$ cat config.mk
export PLATFORM = sky130hd
export DESIGN_NAME = cache_ctrl_flat
export DESIGN_NICKNAME = d
export VERILOG_FILES = /design/src/rtl/cache_if.sv /design/src/rtl/cache_ctrl.sv /design/src/flat_wrapper.sv
export SDC_FILE = /design/constraint.sdc
export NUM_CORES = 1
export LEC_CHECK = 0
export CORE_MARGIN = 4
export CORE_UTILIZATION = 45
export DETAILED_ROUTE_END_ITERATION = 7
export GPL_ROUTABILITY_DRIVEN = 0
export PLACE_DENSITY_LB_ADDON = 0.15
export REMOVE_ABC_BUFFERS = 1
export SKIP_CTS_REPAIR_TIMING = 1
export SLEW_MARGIN = 25
export SYNTH_ARGS = -nofsm -noshare
export SYNTH_HDL_FRONTEND = slang
export SYNTH_SLANG_ARGS = --single-unit
export TNS_END_PERCENT = 1
$ cat constraint.sdc
create_clock -name clk -period 19.3 [get_ports clk]
set_input_delay 3.86 -clock clk [delete_from_list [all_inputs] [get_ports clk]]
set_output_delay 3.86 -clock clk [all_outputs]
set_load 0.02 [all_outputs]
$ cat src/rtl/cache_if.sv
// cache_if: CPU request/response and backing-memory signals for cache_ctrl.
// Macro CACHE_STATS_EN adds the hit_count/miss_count statistics outputs.
interface cache_if #(parameter int BIT_WIDTH = 32);
    logic cpu_req, cpu_we, cpu_ready, cpu_busy, memwrite;
    logic [BIT_WIDTH-1:0] cpu_addr, cpu_wdata, cpu_rdata, addr, writedata, memdata;
`ifdef CACHE_STATS_EN
    logic [31:0] hit_count, miss_count;
    modport master (
        output cpu_req, cpu_we, cpu_addr, cpu_wdata, memdata,
        input cpu_ready, cpu_rdata, cpu_busy, memwrite, addr, writedata, hit_count, miss_count
    );
    modport slave (
        input cpu_req, cpu_we, cpu_addr, cpu_wdata, memdata,
        output cpu_ready, cpu_rdata, cpu_busy, memwrite, addr, writedata, hit_count, miss_count
    );
`else
    modport master (
        output cpu_req, cpu_we, cpu_addr, cpu_wdata, memdata,
        input cpu_ready, cpu_rdata, cpu_busy, memwrite, addr, writedata
    );
    modport slave (
        input cpu_req, cpu_we, cpu_addr, cpu_wdata, memdata,
        output cpu_ready, cpu_rdata, cpu_busy, memwrite, addr, writedata
    );
`endif
endinterface

$ cat src/rtl/cache_ctrl.sv
// cache_ctrl: direct-mapped one-word-per-line write-through, no-write-allocate cache.
// Macro CACHE_STATS_EN enables saturating LOOKUP hit/miss counters.
module cache_ctrl #(
    parameter int BIT_WIDTH  = 32,
    parameter int INDEX_BITS = 4
) (
    input logic   clk,
    input logic   reset,
    cache_if.slave bus
);
    localparam int LINES = 1 << INDEX_BITS;
    localparam int TAG_W = BIT_WIDTH - INDEX_BITS;
    typedef enum logic [1:0] {IDLE, LOOKUP, FILL, WRITE} state_t;
    state_t state, state_nxt;
    logic we_q, ready_q, hit, rd_hit;
    logic [BIT_WIDTH-1:0] addr_q, wdata_q, rdata_q;
    logic [LINES-1:0] valid;
    logic [TAG_W-1:0] tag_mem [LINES];
    logic [BIT_WIDTH-1:0] data_mem [LINES];
    logic [INDEX_BITS-1:0] idx;
    logic [TAG_W-1:0] tag;
    assign idx    = addr_q[INDEX_BITS-1:0];
    assign tag    = addr_q[BIT_WIDTH-1:INDEX_BITS];
    assign hit    = valid[idx] && tag_mem[idx] == tag;
    assign rd_hit = state == LOOKUP && !we_q && hit;
    always_comb begin
        state_nxt = IDLE;
        if (state == IDLE) state_nxt = bus.cpu_req ? LOOKUP : IDLE;
        else if (state == LOOKUP) state_nxt = we_q ? WRITE : hit ? IDLE : FILL;
    end
    always_ff @(posedge clk or posedge reset)
        if (reset) begin
            state   <= IDLE;
            valid   <= '0;
            ready_q <= 1'b0;
            rdata_q <= '0;
            addr_q  <= '0;
            wdata_q <= '0;
            we_q    <= 1'b0;
        end else begin
            state   <= state_nxt;
            ready_q <= rd_hit || state == FILL || state == WRITE;
            if (state == IDLE && bus.cpu_req) begin
                we_q    <= bus.cpu_we;
                addr_q  <= bus.cpu_addr;
                wdata_q <= bus.cpu_wdata;
            end
            if (rd_hit) rdata_q <= data_mem[idx];
            if (state == FILL) begin
                rdata_q    <= bus.memdata;
                valid[idx] <= 1'b1;
            end
        end
    // Tag/data arrays carry no reset; valid bits alone gate their use.
    always_ff @(posedge clk)
        if (state == FILL) begin
            tag_mem[idx]  <= tag;
            data_mem[idx] <= bus.memdata;
        end else if (state == WRITE && hit) data_mem[idx] <= wdata_q;
`ifdef CACHE_STATS_EN
    logic [31:0] hit_q, miss_q;
    always_ff @(posedge clk or posedge reset)
        if (reset) begin
            hit_q  <= '0;
            miss_q <= '0;
        end else if (state == LOOKUP) begin
            if (hit && ~&hit_q) hit_q <= hit_q + 32'd1;
            if (!hit && ~&miss_q) miss_q <= miss_q + 32'd1;
        end
    assign bus.hit_count  = hit_q;
    assign bus.miss_count = miss_q;
`endif
    assign bus.cpu_ready = ready_q;
    assign bus.cpu_rdata = rdata_q;
    assign bus.cpu_busy  = state != IDLE;
    assign bus.memwrite  = state == WRITE;
    assign bus.addr      = addr_q;
    assign bus.writedata = wdata_q;
endmodule
$ cat src/flat_wrapper.sv
// flat-port wrapper written by rule: the top's interface ports become plain ports
module cache_ctrl_flat 
#(
    parameter int BIT_WIDTH  = 32,
    parameter int INDEX_BITS = 4
)
  (clk, reset, bus_cpu_req, bus_cpu_we, bus_cpu_addr, bus_cpu_wdata, bus_memdata, bus_cpu_ready, bus_cpu_rdata, bus_cpu_busy, bus_memwrite, bus_addr, bus_writedata);
  cache_if #(.BIT_WIDTH(BIT_WIDTH)) bus_i ();
  input logic clk;
  input logic reset;
  input wire logic [$bits(bus_i.cpu_req)-1:0] bus_cpu_req;
  input wire logic [$bits(bus_i.cpu_we)-1:0] bus_cpu_we;
  input wire logic [$bits(bus_i.cpu_addr)-1:0] bus_cpu_addr;
  input wire logic [$bits(bus_i.cpu_wdata)-1:0] bus_cpu_wdata;
  input wire logic [$bits(bus_i.memdata)-1:0] bus_memdata;
  output wire logic [$bits(bus_i.cpu_ready)-1:0] bus_cpu_ready;
  output wire logic [$bits(bus_i.cpu_rdata)-1:0] bus_cpu_rdata;
  output wire logic [$bits(bus_i.cpu_busy)-1:0] bus_cpu_busy;
  output wire logic [$bits(bus_i.memwrite)-1:0] bus_memwrite;
  output wire logic [$bits(bus_i.addr)-1:0] bus_addr;
  output wire logic [$bits(bus_i.writedata)-1:0] bus_writedata;
  assign bus_i.cpu_req = bus_cpu_req;
  assign bus_i.cpu_we = bus_cpu_we;
  assign bus_i.cpu_addr = bus_cpu_addr;
  assign bus_i.cpu_wdata = bus_cpu_wdata;
  assign bus_i.memdata = bus_memdata;
  assign bus_cpu_ready = bus_i.cpu_ready;
  assign bus_cpu_rdata = bus_i.cpu_rdata;
  assign bus_cpu_busy = bus_i.cpu_busy;
  assign bus_memwrite = bus_i.memwrite;
  assign bus_addr = bus_i.addr;
  assign bus_writedata = bus_i.writedata;
  cache_ctrl #(.BIT_WIDTH(BIT_WIDTH), .INDEX_BITS(INDEX_BITS)) u_core (.clk(clk), .reset(reset), .bus(bus_i));
endmodule
==> results of run 1 <==
-- kinds of logic after synthesis --
logic type | synth area share (%)
DFF | 73.66
muxes | 17.86
and+or+nand+nor | 3.093
AOI/OAI and AO/OA | 2.899
buffers and inverters | 2.021
xor gates and xnor gates | 0.4676
-- worst paths after layout --
kind	to	slack (ns)	cells after the start	from
max in group asynchronous	u_core.bus.addr[1]	14.27	3	reset
setup reg to reg	u_core.data_mem[3][20]	11.81	13	u_core.bus.addr[0]
hold / removal	u_core.valid[14]	0.46	1	u_core.valid[14]
setup / recovery	u_core.data_mem[3][20]	11.81	13	u_core.bus.addr[0]
min in group asynchronous	u_core.bus.writedata[28]	3.67	2	reset
hold reg to reg	u_core.valid[14]	0.46	1	u_core.valid[14]
-- layer usage --
layer  up-vias  track usage [%]  wire length, um
met1     11810            28.32            43680
li1       9317                -                -
met5         -                0                0
met2       745            35.26            53310
met4         0            5.103             2336
met3       160            4.045             6403
-- sequential cells by signal, summed over array words and instances (netlist names) --
name	flops
u_core.bus.cpu_ready	1
u_core.bus.writedata	32
u_core.tag_mem	448
u_core.valid	16
u_core.bus.cpu_rdata	32
u_core.data_mem	512
u_core.bus.addr	32
u_core.state	2
u_core.we_q	1
-- metrics by stage --
step / util (%) / cells / cell area, um2 / hold WS (ns) / power, uW
2_1_floorplan: - / 2008 / 42390 / 0.4337 / 5141
3_3_place_gp: 49.31 / 3559 / 46850 / 0.4462 / 5751
3_5_place_dp: 49.32 / 3559 / 46850 / 0.4498 / 5782
4_1_cts: 53.00 / 3764 / 50350 / 0.4641 / 7848
5_1_grt: 53.03 / 3764 / 50390 / 0.4841 / 8107
6_report: 53.03 / 3764 / 50390 / 0.4606 / 7749
-- layout by cell type, fill, tap and decap left out, types with 9 or more instances in the layout --
cell               n
xnor2_1           19
a22o_1             9
edfxtp_1         960
mux2_2            70
mux2_4             9
nand4_1           36
or2_2             18
clkinv_2          25
mux4_2           261
nor3_2            22
inv_1             45
clkbuf_16        110
buf_4             87
clkinv_1          16
clkbuf_1          29
o21ai_0           44
clkdlybuf4s50_1  198
nor2_1            10
o211ai_1          33
nor2b_1            9
dfrtp_1          112
mux2i_1           81
nand2_1          101
a22oi_1           19
-- final cells by class --
type,count,area [um2]
Tap cell,1265,1583
Multi-Input combinational cell,883,10720
Clock buffer,144,2930
Timing Repair Buffer,286,2646
Sequential cell,1076,31750
Inverter,49,190.2
Fill cell,7572,44630
Clock inverter,61,568.0
-- power breakdown --
group          internal, uW  leakage, uW  switching [uW]  total [uW]
logic                  1150      0.00483            1300        2460
registers              2920       0.0100             323        3240
clock network          1180      0.00170             873        2050
total                  5250       0.0166            2500        7750
==> flow_metrics.env, run 1 <==
export IMPL_yosysSeqAreaShare_pct=73.66
export IMPL_crit_fanout=65
export IMPL_fin_tns_setup_ns=0
export IMPL_clock_latency_ns=0.69
export IMPL_cts_root_buf="clkbuf_16"
export IMPL_final_net_count=2506
export IMPL_syn_avg_cell_area_um2=20.25
export IMPL_dp_final_hpwl_um=60250
export IMPL_syn_inst=2127
export IMPL_fmax_mhz=133.5
export IMPL_via_per_inst=5.853
export IMPL_synth_most_common_cell="edfxtp_1"
export IMPL_power_density_nw_per_um2=153.8
export IMPL_synth_top_cell_by_area="edfxtp_1"
export IMPL_antenna_found_initial=1
export IMPL_synth_edf_count=960
export IMPL_path_clk_slew_ns=0.06
export IMPL_clock_path_buffers=3
export IMPL_max_slew_worst_pin_slew_ns=1.023
export IMPL_ios=199
export IMPL_grt_pass1_wl_um=156600
export IMPL_cts_max_level=3
export IMPL_async_reset_ff_share_pct=10.78
export IMPL_rsz0062_at_grt="false"
export IMPL_cp_start_kind="register"
export IMPL_netlist_area_um2=43080
export IMPL_crit_arrival_ns=7.81
export IMPL_ant_nets=0
export IMPL_ys_types=77
export IMPL_period_minus_slack_ns=7.490
export IMPL_cts_buffers_inserted=110
export IMPL_post_route_drc_count=0
export IMPL_core_area_um2=95010
export IMPL_yosysWarnings=0
export IMPL_p_leak_uw=0.01656
export IMPL_crit_path_cell_trace="buf_4, buf_4, mux4_2, mux2i_1, o22ai_1, a2111oi_1, a32oi_1, nor3_1, and4b_2, buf_4, nor2_2, nor3_2, buf_4"
export IMPL_grt_max_degree=71
export IMPL_maxCapViolCount=0
export IMPL_chipWidth_um=317.4
export IMPL_die_height_um=317.4
export IMPL_overflow=0
export IMPL_drt_wl_total_um=105700
export IMPL_crit_type="reg2reg"
export IMPL_place_worst_setup_slack_ns=11.43
export IMPL_critical_path_required_ns=19.62
export IMPL_cts_tree="yes"
export IMPL_synth_common_cells="edfxtp_1, mux4_2, dfrtp_1, nand2_1, mux2i_1"
export IMPL_cts_sinks=1076
export IMPL_vias=22032
export IMPL_drive_gt1_share_pct=26.81
export IMPL_cpMaxStageDelayCell="nor3_2"
export IMPL_drt_iter0_drc=1953
export IMPL_core_rowCount=113
export IMPL_syn2layout_area_growth_pct=16.96
export IMPL_post_route_period_util_pct=38.81
export IMPL_end_kind="register"
export IMPL_synth_top_cells_by_area="edfxtp_1, mux4_2, dfrtp_1"
export IMPL_port_buffer_count=198
export IMPL_max_stage_delay_ns=0.81
export IMPL_synth_top_area_share_pct=66.92
export IMPL_num_antenna_cells=0
export IMPL_status="finished, final reports clean"
export IMPL_clock_skew_ns=0.02191
export IMPL_vdd_ir_drop_max_v=0.00009118
export IMPL_ys_ff_latch=1076
export IMPL_critPathMostFrequentCell="buf_4"
export IMPL_first_global_vias=23048
export IMPL_slew_headroom_pct=31.78
export IMPL_start_util_pct=45.34
export IMPL_synth_ff_type="edfxtp_1"
export IMPL_grt_util_all_layers_pct=20.89
export IMPL_hold_viol_final=0
export IMPL_path_buf_inv=4
export IMPL_firstDrtPassIters=7
export IMPL_setup_viol=0
export IMPL_hold_path_class="reg2reg"
export IMPL_setup_ws_ns=11.81
export IMPL_drv_slew=0
export IMPL_avgRoutedWirePerCell_um=28.09
export IMPL_die_area_um2=100700
export IMPL_path_delay_family="buffers and inverters"
Power figures use the tool's default switching activity.
==> inputs of run 2 (changes only) <==
==> constraint.sdc (replaced) <==
create_clock -name clk -period 7.9 [get_ports clk]
set_input_delay 1.58 -clock clk [delete_from_list [all_inputs] [get_ports clk]]
set_output_delay 1.58 -clock clk [all_outputs]
set_load 0.02 [all_outputs]
==> run 2 against run 1 <==
Register-to-register slack worse by 9.6 ns. Utilization up 0.19 points. Total power up 150%. Routed wire length increased by 4.2%. Count of clock-buffer cells in the layout is 5 higher. Setup slack got worse by 9.6 ns.
==> flow_metrics.env, run 2 (synthesis results as in run 1) <==
export IMPL_status="finished, final reports clean"
export IMPL_firstDrtPassIters=5
export IMPL_dp_final_hpwl_um=62480
export IMPL_largest_reg_flops=512
export IMPL_critical_path_required_ns=8.23
export IMPL_fmax_mhz=176.5
export IMPL_hold_viol_final=0
export IMPL_period_minus_slack_ns=5.666
export IMPL_clock_path_buffers=3
export IMPL_grt_util_all_layers_pct=21.69
export IMPL_drt_wl_total_um=110200
export IMPL_ant_nets=0
export IMPL_regMostFlops="u_core.data_mem"
export IMPL_final_cell_mix="edfxtp_1, mux4_2, clkdlybuf4s50_1"
export IMPL_post_route_period_util_pct=71.72
export IMPL_place_worst_setup_slack_ns=2.327
export IMPL_clock_skew_ns=0.03526
export IMPL_drive_gt1_share_pct=26.87
export IMPL_multi_input_area_um2=10690
export IMPL_final_net_count=2509
export IMPL_worst_hold_slack_ns=0.4676
export IMPL_path_clk_slew_ns=0.06
export IMPL_grt_pass1_wl_um=160900
export IMPL_cts_sinks=1076
export IMPL_core_area_um2=95010
export IMPL_clock_latency_ns=0.68
export IMPL_first_global_vias=23348
export IMPL_drv_slew=0
export IMPL_p_leak_uw=0.01664
export IMPL_cts_max_level=3
export IMPL_grt_max_degree=74
export IMPL_ios=199
export IMPL_path_delay_family="compound AO/OA/AOI/OAI gates"
export IMPL_fin_cells=3770
export IMPL_crit_fanout=41
export IMPL_avgRoutedWirePerCell_um=29.23
export IMPL_placed_cell_area_um2=46900
export IMPL_die_height_um=317.4
export IMPL_final_cell_area_um2=50570
export IMPL_chipWidth_um=317.4
export IMPL_path_buf_inv=2
export IMPL_crit_type="reg2reg"
export IMPL_port_buffer_count=198
export IMPL_layout_commonest_cell="edfxtp_1"
export IMPL_setup_viol=0
export IMPL_cp_start_kind="register"
export IMPL_antenna_found_initial=1
export IMPL_drt_iter0_drc=2007
export IMPL_crit_path_cell_trace="buf_12, mux4_2, mux2i_1, o22ai_1, a2111oi_1, a32oi_1, nor2_4, buf_4, nand4_1, o21ai_1"
export IMPL_final_seq_area_um2=31750
export IMPL_slew_headroom_pct=31.19
export IMPL_max_stage_delay_ns=0.94
export IMPL_n_fill_cell=7493
export IMPL_die_area_um2=100700
export IMPL_end_kind="register"
export IMPL_hold_path_class="reg2reg"
export IMPL_via_per_inst=5.915
export IMPL_cts_root_buf="clkbuf_16"
export IMPL_setup_ws_ns=2.234
export IMPL_rsz0062_at_grt="false"
export IMPL_max_slew_worst_pin_slew_ns=1.032
export IMPL_syn2layout_area_growth_pct=17.39
export IMPL_crit_arrival_ns=5.99
export IMPL_num_antenna_cells=0
export IMPL_placed_cells=3562
export IMPL_fin_util_pct=53.22
export IMPL_cts_buffers_inserted=110
export IMPL_start_util_pct=45.34
export IMPL_core_rowCount=113
export IMPL_cpMaxStageDelayCell="dfrtp_4"
export IMPL_vias=22299
export IMPL_maxCapViolCount=0
export IMPL_post_route_drc_count=0
export IMPL_overflow=0
export IMPL_power_density_nw_per_um2=378.8
export IMPL_reg_largest_list="u_core.data_mem x512, u_core.tag_mem x448"
export IMPL_cts_tree="yes"
export IMPL_vdd_ir_drop_max_v=0.0002359
run 2: area by class of cell:
cell class / count / area share, %
clock buffers: 149 / 6.079
clock inverters: 59 / 1.126
inverters: 49 / 0.3761
multi-input cells: 883 / 21.15
flip-flops and latches: 1076 / 62.78
well taps: 1265 / 3.130
repair buffers: 289 / 5.364
run 2: path summary, 6_finish.rpt:
kind / to / from / depth (start not counted) / slack [ns]
worst max-delay path: u_core.data_mem[10][27] / u_core.bus.addr[0] / 10 / 2.23
worst min-delay path: u_core.valid[4] / u_core.valid[4] / 1 / 0.47
worst max register to register: u_core.data_mem[10][27] / u_core.bus.addr[0] / 10 / 2.23
worst min register to register: u_core.valid[4] / u_core.valid[4] / 1 / 0.47
max in group asynchronous: u_core.bus.addr[3] / reset / 3 / 5.28
min in group asynchronous: u_core.bus.writedata[1] / reset / 2 / 1.37
run 2: per-stage QoR:
step	TNS (ns)	total power, uW
6_report	0	19160
2_1_floorplan	-9684.13	12250
5_1_grt	0	20000
3_3_place_gp	0	14100
3_5_place_dp	0	14180
4_1_cts	0	19370
run 2: per-layer routing:
layer | part of all wire [%] | global-route usage [%] | vias up | wire length (um)
met4 | 3.0 | 6.495 | 0 | 3301
met1 | 41 | 29.59 | 11944 | 45620
met2 | 49 | 35.82 | 837 | 54360
met5 | 0 | 0 | - | 0
li1 | - | - | 9332 | -
met3 | 6.3 | 4.204 | 186 | 6921
run 2: worst reg2reg max path, cell delays in order (launching register included):
cell,delay [ns]
dfrtp_4,0.94
buf_12,0.45
mux4_2,0.59
mux2i_1,0.42
o22ai_1,0.16
a2111oi_1,0.53
a32oi_1,0.33
nor2_4,0.79
buf_4,0.39
nand4_1,0.16
o21ai_1,0.56
run 2: where the power goes:
group	switching [uW]	total, uW	internal [uW]
sequential	710	7840	7130
combinational	3310	6150	2840
clock	2150	5170	3020
total	6160	19200	13000
